File: config.mk
export PLATFORM = sky130hd
export DESIGN_NAME = atcaxi2tluh500_idx_alloc
export DESIGN_NICKNAME = d
export VERILOG_FILES = /design/src/rtl/atcaxi2tluh500_idx_alloc.sv
export SDC_FILE = /design/constraint.sdc
export NUM_CORES = 1
export LEC_CHECK = 0
export CORE_MARGIN = 2
export CORE_UTILIZATION = 45
export CTS_BUF_LIST = sky130_fd_sc_hd__clkbuf_4 sky130_fd_sc_hd__clkbuf_8
export DETAILED_ROUTE_END_ITERATION = 12
export GPL_ROUTABILITY_DRIVEN = 0
export PLACE_DENSITY_LB_ADDON = 0.25
export SLEW_MARGIN = 20
export SYNTH_ARGS = -nofsm -noshare
export SYNTH_HDL_FRONTEND = slang
export SYNTH_SLANG_ARGS = --single-unit
File: constraint.sdc
create_clock -name clk -period 6.9 [get_ports clk]
set_clock_uncertainty 0.1 [all_clocks]
set_input_delay 1.38 -clock clk [delete_from_list [all_inputs] [get_ports clk]]
set_output_delay 1.38 -clock clk [all_outputs]
set_load 0.05 [all_outputs]
File: src/rtl/atcaxi2tluh500_idx_alloc.sv
// Lowest-free index allocator with busy bitmap, count and outstanding limit.
// Define ATCAXI2TLUH500_IDX_ALLOC_CHECK_EN for the err_free port and assertions.
module atcaxi2tluh500_idx_alloc #(
    parameter  int N     = 8,
    parameter  int LIMIT = N,
    localparam int W     = $clog2(N)
) (
    input  logic         clk,
    input  logic         resetn,
    input  logic         clr,
    output logic         alloc_valid,
    input  logic         alloc_ready,
    output logic [W-1:0] alloc_idx,
    output logic [N-1:0] alloc_onehot,
    input  logic         free_valid,
    input  logic [W-1:0] free_idx,
    output logic [N-1:0] busy_vec,
    output logic [W:0]   busy_cnt,
    output logic         empty,
`ifdef ATCAXI2TLUH500_IDX_ALLOC_CHECK_EN
    output logic         full,
    output logic         err_free
`else
    output logic         full
`endif
);

    localparam logic [W:0] LIM_C = (W+1)'(LIMIT);

    logic [N-1:0] r_busy;
    logic [W:0]   r_cnt;

    logic         w_any_free;
    logic [W-1:0] w_low;
    logic         w_cnt_ok;
    logic         w_hs;
    logic [N-1:0] w_hs_vec;
    logic [N-1:0] w_free_vec;
    logic [N-1:0] w_free_eff_vec;
    logic         w_free_eff;
    logic [W:0]   w_cnt_inc;
    logic [W:0]   w_cnt_dec;

    // Scan downward so the last hit is the lowest free entry.
    always_comb begin
        w_any_free = 1'b0;
        w_low      = '0;
        for (int i = N - 1; i >= 0; i--) begin
            if (!r_busy[i]) begin
                w_any_free = 1'b1;
                w_low      = W'(i);
            end
        end
    end

    assign w_cnt_ok    = (r_cnt < LIM_C);
    assign alloc_valid = w_any_free & w_cnt_ok;
    assign alloc_idx   = w_low;

    always_comb begin
        alloc_onehot = '0;
        for (int i = 0; i < N; i++) begin
            alloc_onehot[i] = alloc_valid && (w_low == W'(i));
        end
    end

    assign w_hs     = alloc_valid & alloc_ready;
    assign w_hs_vec = alloc_onehot & {N{w_hs}};

    // Indices at or above N never match, so they fall out as ignored frees.
    always_comb begin
        w_free_vec = '0;
        for (int i = 0; i < N; i++) begin
            w_free_vec[i] = free_valid && (free_idx == W'(i));
        end
    end

    assign w_free_eff_vec = w_free_vec & r_busy;
    assign w_free_eff     = |w_free_eff_vec;
    assign w_cnt_inc      = {{W{1'b0}}, w_hs};
    assign w_cnt_dec      = {{W{1'b0}}, w_free_eff};

    always_ff @(posedge clk) begin
        if (!resetn || clr) begin
            r_busy <= '0;
            r_cnt  <= '0;
        end else begin
            r_busy <= (r_busy | w_hs_vec) & ~w_free_eff_vec;
            r_cnt  <= r_cnt + w_cnt_inc - w_cnt_dec;
        end
    end

    assign busy_vec = r_busy;
    assign busy_cnt = r_cnt;
    assign empty    = (r_cnt == '0);
    assign full     = (r_cnt >= LIM_C);

`ifdef ATCAXI2TLUH500_IDX_ALLOC_CHECK_EN
    logic r_err;

    always_ff @(posedge clk) begin
        if (!resetn) begin
            r_err <= 1'b0;
        end else begin
            r_err <= free_valid & ~w_free_eff & ~clr;
        end
    end

    assign err_free = r_err;

    a_popcount : assert property (
        @(posedge clk) $countones(r_busy) == int'(r_cnt)
    );

    // A free below the offered index legitimately lowers it.
    a_stall_stable : assert property (
        @(posedge clk) disable iff (!resetn)
        (alloc_valid && !alloc_ready && !clr &&
         !(w_free_eff && (free_idx < alloc_idx)))
        |=> $stable(alloc_idx)
    );
`endif

endmodule
==> impl_metrics.toml <==
[critical_path]
r2r_start = "busy_vec[0]"
start_kind = "input pin"
cp_data_required_time_ns = 6.95
arrival_ns = 3.87
path_max_fanout = 7
r2r_cells = 9
rrSetupSlack_ns = 4.39
cp.buffers_inverters = 3
startpoint = "free_idx[0]"
crit_cells = 10
crit_family = "adder cells"
worstSetupPathType = "input pin to flip-flop"
crit_chain = "clkdlybuf4s50_1 > mux4_2 > a22o_1 > ha_1 > inv_1 > ha_1 > inv_1 > fa_1 > xor2_1 > nor2_1"
max_stage_delay_ns = 0.61
end_kind = "flip-flop"
cpMaxStageDelayCell = "clkdlybuf4s50_1"

[synthesis]
synthTopCellsByArea = "dfxtp_1 28%, ha_1 8.8%, nor2_1 7.5%"
synth-async-reset-ratio_pct = 0
synth_simple_gate_area_share_pct = 27.9
synth_fp_nets = 118
yosysWarnings = 0
synth_area_um2 = 851
ys_ff_latch = 12
netlist_instances = 103
synth_top_family_by_area = "simple AND/OR/NAND/NOR gates"
ys_seq_area_share_pct = 28.2
synth_top_area_cell = "dfxtp_1"
synth_top_cell_area_share_pct = 28.2
synth-xor-area-share_pct = 2.06
synth_cell_type_count = 31
synth_edf_count = 0
synth.most_common_cell = "nor2_1"
synth_common_cells = "17 x nor2_1, 12 x dfxtp_1, 9 x inv_1, 6 x ha_1, 6 x nand2_1"
synthAdderAreaFrac_pct = 11.2
synth_compound_area_share_pct = 18.7
synth-main-ff-cell = "dfxtp_1"
synthMuxAreaShare_pct = 5.29
avgSynthCellArea_um2 = 8.26

[detailed_routing]
vias = 857
drtAntennaViolNets = 0
drc = 0
drt-initial-drc-count = 17
wl_um = 2050
detail_route.wl_per_cell_um = 12.8
via_per_inst = 5.36
dr.pass1.iters = 4

[clock_tree]
postCtsSetupRepairBufs = 0
cts.sinks = 12
clk_pin_slew_ns = 0.07
cts_tree = "yes"
clockBufferDepth = 2
cts_buffers = 3
cts-htree-levels = 1
cts_resized = 0
clock_latency_ns = 0.27
cts_hold_buf = 0
root_buffer = "clkbuf_4"

[pwr]
max-vdd-ir-drop_uv = 121
finalPower_mw = 0.166
p_sw_mw = 0.0481
p_sw_share_pct = 29.1
p_per_area_mw_per_mm2 = 135
seq_power_share_pct = 44.0
p_clk_share_pct = 33.1
power.leakage_nw = 0.459
internal-power_mw = 0.117
combPwrFrac_pct = 22.9

[sta]
hold_violations = 0
relSlewSlack_pct = 66.2
rsz0062_at_grt = "no"
setup-tns-final_ns = 0
fin_crit_ns = 3.82
final-setup-viol-count = 0
drv_slew = 0
fin_crit_sh_pct = 55.3
max_freq_ghz = 0.262
worst_pin_slew_ns = 0.506

[cells_and_area]
final_nets = 151
n_antenna_cell = 0
fill_cells = 152
drive_gt1_share_pct = 6.67
area_growth_pct = 44.1

[global_routing]
grt_max_degree = 13
grt_pass1_vias = 743
grt_pass1_wl_um = 3080
antenna_found_initial = 0
grtUsageTotal_pct = 20.1
grt-ovfl-total = 0

[die]
io_pins = 34
coreArea_mm2 = 0.00175
floorplan.die_area_mm2 = 0.00225
start_util_pct = 48.7
rows = 15
die_w_um = 47.5
die_h_um = 47.5

[placement]
dp_hpwl_um = 1650
portBuffers = 33

[hold_path]
hold_path_depth = 2
min_path_type = "flip-flop to flip-flop"
worstHoldStart = "busy_vec[5]"

[run_status]
status = "finished, final reports clean"

[job]
maxCapViolCount = 0
-- worst paths after layout --
| kind | to |
|---|---|
| max | busy_cnt[2] |
| min | busy_vec[5] |
| max reg2reg | busy_cnt[2] |
| min reg2reg | busy_vec[5] |
-- area by class of cell --
class | count | area [µm²] | area share [%]
clock buffer | 4 | 36.3 | 2.96
multi-input combinational | 77 | 554 | 45.2
timing repair buffer | 33 | 330 | 26.9
inverter | 9 | 33.8 | 2.76
sequential | 12 | 240 | 19.6
tap | 25 | 31.3 | 2.55
-- cell families (layout without fill, tap and decap cells) --
family,after synthesis,after routing
and+or+nand+nor,45,45
AOI/OAI and AO/OA,21,21
buffers and inverters,14,46
DFF,12,12
adders and majority gates,7,7
xor gates and xnor gates,2,2
muxes,2,2
-- cells in the final DEF (no fill, tap or decap), types with 2 or more instances in the layout --
cell,instances
a21oi_1,4
a311oi_1,5
a31oi_1,3
and2_1,3
and3_1,3
clkbuf_4,3
clkdlybuf4s50_1,33
dfxtp_1,12
ha_1,6
inv_1,9
mux4_2,2
nand2_1,6
nand2b_1,3
nand3_1,3
nor2_1,17
nor2b_1,5
nor3_1,2
o21a_1,2
-- registers in the layout, summed over array words and instances, names as in the netlist --
name	count
busy_vec	8
busy_cnt	4
-- per-layer routing --
| layer | up-vias | global-route usage [%] | routed length [µm] |
|---|---|---|---|
| met5 | - | 0 | 0 |
| met4 | 0 | 7.22 | 12 |
| met3 | 2 | 7.55 | 106 |
| met2 | 26 | 33.5 | 1010 |
| met1 | 405 | 23.7 | 918 |
| li1 | 424 | - | - |
-- worst reg2reg max path, stage by stage (launching register included) --
cell     delay (ns)
dfxtp_1        0.44
mux4_2         0.50
a22o_1         0.22
ha_1           0.28
inv_1          0.05
ha_1           0.16
inv_1          0.06
fa_1           0.37
xor2_1         0.15
nor2_1         0.05
-- per-stage QoR --
step | hold WS (ns) | instance area, µm² | setup slack (ns) | cells | utilization, %
2_1_floorplan | 0.666 | 851 | 3.34 | 103 | -
3_3_place_gp | 0.488 | 1190 | 2.84 | 156 | 68.2
3_5_place_dp | 0.481 | 1190 | 2.78 | 156 | 68.2
4_1_cts | 0.496 | 1230 | 3.08 | 160 | 70.3
5_1_grt | 0.549 | 1230 | 2.96 | 160 | 70.3
6_report | 0.500 | 1230 | 3.08 | 160 | 70.3
-- power by group through the flow --
stage	registers (mW)	clock network, mW	logic, mW
2_1_floorplan	0.0772	0	0.0217
6_report	0.0729	0.0548	0.0379
3_5_place_dp	0.0745	0	0.0380
4_1_cts	0.0728	0.0567	0.0381
3_3_place_gp	0.0744	0	0.0374
5_1_grt	0.0732	0.0601	0.0406
Note: power is estimated with default switching activity, not from simulation.
==> variant: new RTL, config.mk and constraints unchanged <==
Set the parameter `N` to 16 (it was 8).
--- a/src/rtl/atcaxi2tluh500_idx_alloc.sv
+++ b/src/rtl/atcaxi2tluh500_idx_alloc.sv
@@ -1,7 +1,7 @@
 // Lowest-free index allocator with busy bitmap, count and outstanding limit.
 // Define ATCAXI2TLUH500_IDX_ALLOC_CHECK_EN for the err_free port and assertions.
 module atcaxi2tluh500_idx_alloc #(
-    parameter  int N     = 8,
+    parameter  int N     = 16,
     parameter  int LIMIT = N,
     localparam int W     = $clog2(N)
 ) (
Interface: changed (5 resized); port bits go from 34 to 53. The function was not compared with the original's and may differ.
==> variant against the unedited design <==
- design area rose by 77%
- count of clock-buffer cells in the layout fell by 1
- sequential cell count rose by 9
- synthesized cell count rose by 100%
- synthesized area rose by 91%
- worst setup slack got worse by 0.64 ns
- power rose by 46%
- routed wire length rose by 140%
- worst hold slack improved by 0.018 ns
- largest cell class unchanged
==> variant: results (changes against the unedited design) <==
run_status:
  status: "completed"
worst_hold_path:
  holdPathEnd: "busy_vec[12]"
  min_from: "busy_vec[12]"
  min_path_cells: 2  # unchanged
  hold_class: "flop to flop"
critical_path:
  r2r-start: "busy_vec[2]"
  rrSetupSlack_ns: 3.83  # -0.56 ns
  cpPeakStageDelay_ns: 0.73  # +0.12 ns
  crit_arrival_ns: 4.60  # +0.73 ns
  slowest_stage: "clkdlybuf4s50_1"
  worst_r2r_endpoint: "busy_cnt[4]"
  path_delay_family: "adder cells"
  ff2ff_path_depth: 11  # +2
  path_max_fanout: 11  # +4
cts:
  cts_buffer_depth: 2  # unchanged
  h-tree-depth: 1  # unchanged
  cts_buffers: 3  # unchanged
  path_clk_slew_ns: 0.12  # +0.05 ns
  postCtsSetupBuffers: 0  # unchanged
  clkLatencyLatePin_ns: 0.32  # +0.05 ns
  cts_resized: 0  # unchanged
  cts_root_buffer: "clkbuf_4"
layout:
  n_fill_cell: 302  # +99%
  diodes: 0  # unchanged
  drive_gt1_share_pct: 7.937  # +1.3 points
  final_nets: 269  # +78%
  largest_register_ffs: 16  # +8
global_routing:
  grt_pass1_vias: 1655  # +120%
  grt_max_degree: 18  # +5
  grt_pass1_wl_mm: 8.176  # +170%
  grtUsageTotal_pct: 25.31  # +5.2 points
  grt_antenna_before_repair: 0  # unchanged
logic_synthesis:
  synth_commonest_cells: "nor2_1 (33), nand2_1 (22), dfxtp_1 (21), a21oi_1 (11), inv_1 (9)"
  ys_seq_area_share_pct: 25.93  # -2.3 points
  ys_async_sr_fraction_pct: 0  # unchanged
  synth_nets: 224  # +90%
  yosys_warnings: 0  # unchanged
  ys_types: 57  # +84%
  synth_ff_type: "dfxtp_1"
  synth_area_leaders: "dfxtp_1 (26%), nor2_1 (7.6%), nand2_1 (5.1%), ha_1 (4.6%), a21oi_1 (3.4%)"
power:
  ir_drop_v: 0.00007864  # -35%
  p_leak_nw: 0.6838  # +49%
route:
  dr.pass1.iters: 4  # unchanged
  wl_mm: 4.859  # +140%
  via_per_inst: 5.980  # +12%
  drt_iter0_markers: 139  # +122
timing:
  worst_pin_slew_ns: 0.6993  # +0.1936 ns
placement:
  io_buffers: 52  # +58%
  hpwl_mm: 3.635  # +120%
variant: changes by cell type after synthesis, moves of 3 or more:
cell / before / now
clkbuf_1: 2 / 5
or3_1: 0 / 4
nor3_1: 2 / 8
nand4_1: 0 / 4
a21oi_1: 4 / 11
nand2_1: 6 / 22
a32oi_1: 0 / 3
o21ai_0: 0 / 3
a31oi_1: 3 / 6
nand2b_1: 3 / 6
nor2_1: 17 / 33
dfxtp_1: 12 / 21
variant: cell families (layout without fill, tap and decap cells):
kind of cell / count (synthesis) / count (layout) / synth area share [%]
AOI/OAI and AO/OA: 51 / 51 / 25.31
and+or+nand+nor: 100 / 100 / 31.02
muxes: 4 / 4 / 4.089
DFF: 21 / 21 / 25.93
buffers and inverters: 22 / 66 / 6.172
adders and majority gates: 7 / 7 / 5.864
xor gates and xnor gates: 3 / 3 / 1.621
variant: power by group:
| part | internal [mW] | total (mW) | switching [mW] |
|---|---|---|---|
| Sequential | 0.123 | 0.126 | 0.00361 |
| Clock | 0.0218 | 0.0631 | 0.0413 |
| Combinational | 0.0188 | 0.0517 | 0.0329 |
variant: through the flow:
| step | cells | setup slack (ns) | hold WS, ns | cell area [um2] | utilization [%] |
|---|---|---|---|---|---|
| after global routing | 298 | 2.241 | 0.5533 | 2165 | 63.86 |
| final | 298 | 2.446 | 0.5175 | 2165 | 63.86 |
| after CTS | 298 | 2.449 | 0.5100 | 2165 | 63.86 |
| after floorplan | 208 | 2.684 | 0.6605 | 1622 | - |
| after global placement | 294 | 2.203 | 0.4919 | 2137 | 63.05 |
| after detailed placement | 294 | 2.124 | 0.4847 | 2137 | 63.05 |
variant: metal layers:
layer  up-vias  GRT usage [%]  share of wire, %
li1        854              -                 -
met1       846          36.34                46
met2        72          38.93                45
met3        10          3.521               7.3
met4         0          7.880               1.6
met5         -              0                 0
variant: worst max path at each step:
stage	startpoint	end	slack, ns	depth (start not counted)
4_1_cts	free_idx[2]	busy_cnt[4]	2.45	14
2_1_floorplan	busy_vec[1]	alloc_onehot[3]	2.68	8
3_3_place_gp	free_idx[2]	busy_cnt[4]	2.20	12
6_report	free_idx[2]	busy_cnt[4]	2.45	14
3_5_place_dp	free_idx[2]	busy_cnt[4]	2.12	14
5_1_grt	free_idx[2]	busy_cnt[4]	2.24	14
variant: worst min-delay path, cell delays in order (launching register included):
cell	delay, ns
dfxtp_1	0.38
inv_1	0.13
a221oi_2	0.07
variant: final cells by class:
class	count	area (um2)	area share [%]
inverter	10	37.54	1.734
clock inverter	1	5.005	0.2312
tap	46	57.56	2.659
multi-input combinational	165	1101	50.87
sequential	21	420.4	19.42
clock buffer	3	22.52	1.040
timing repair buffer	52	520.5	24.05
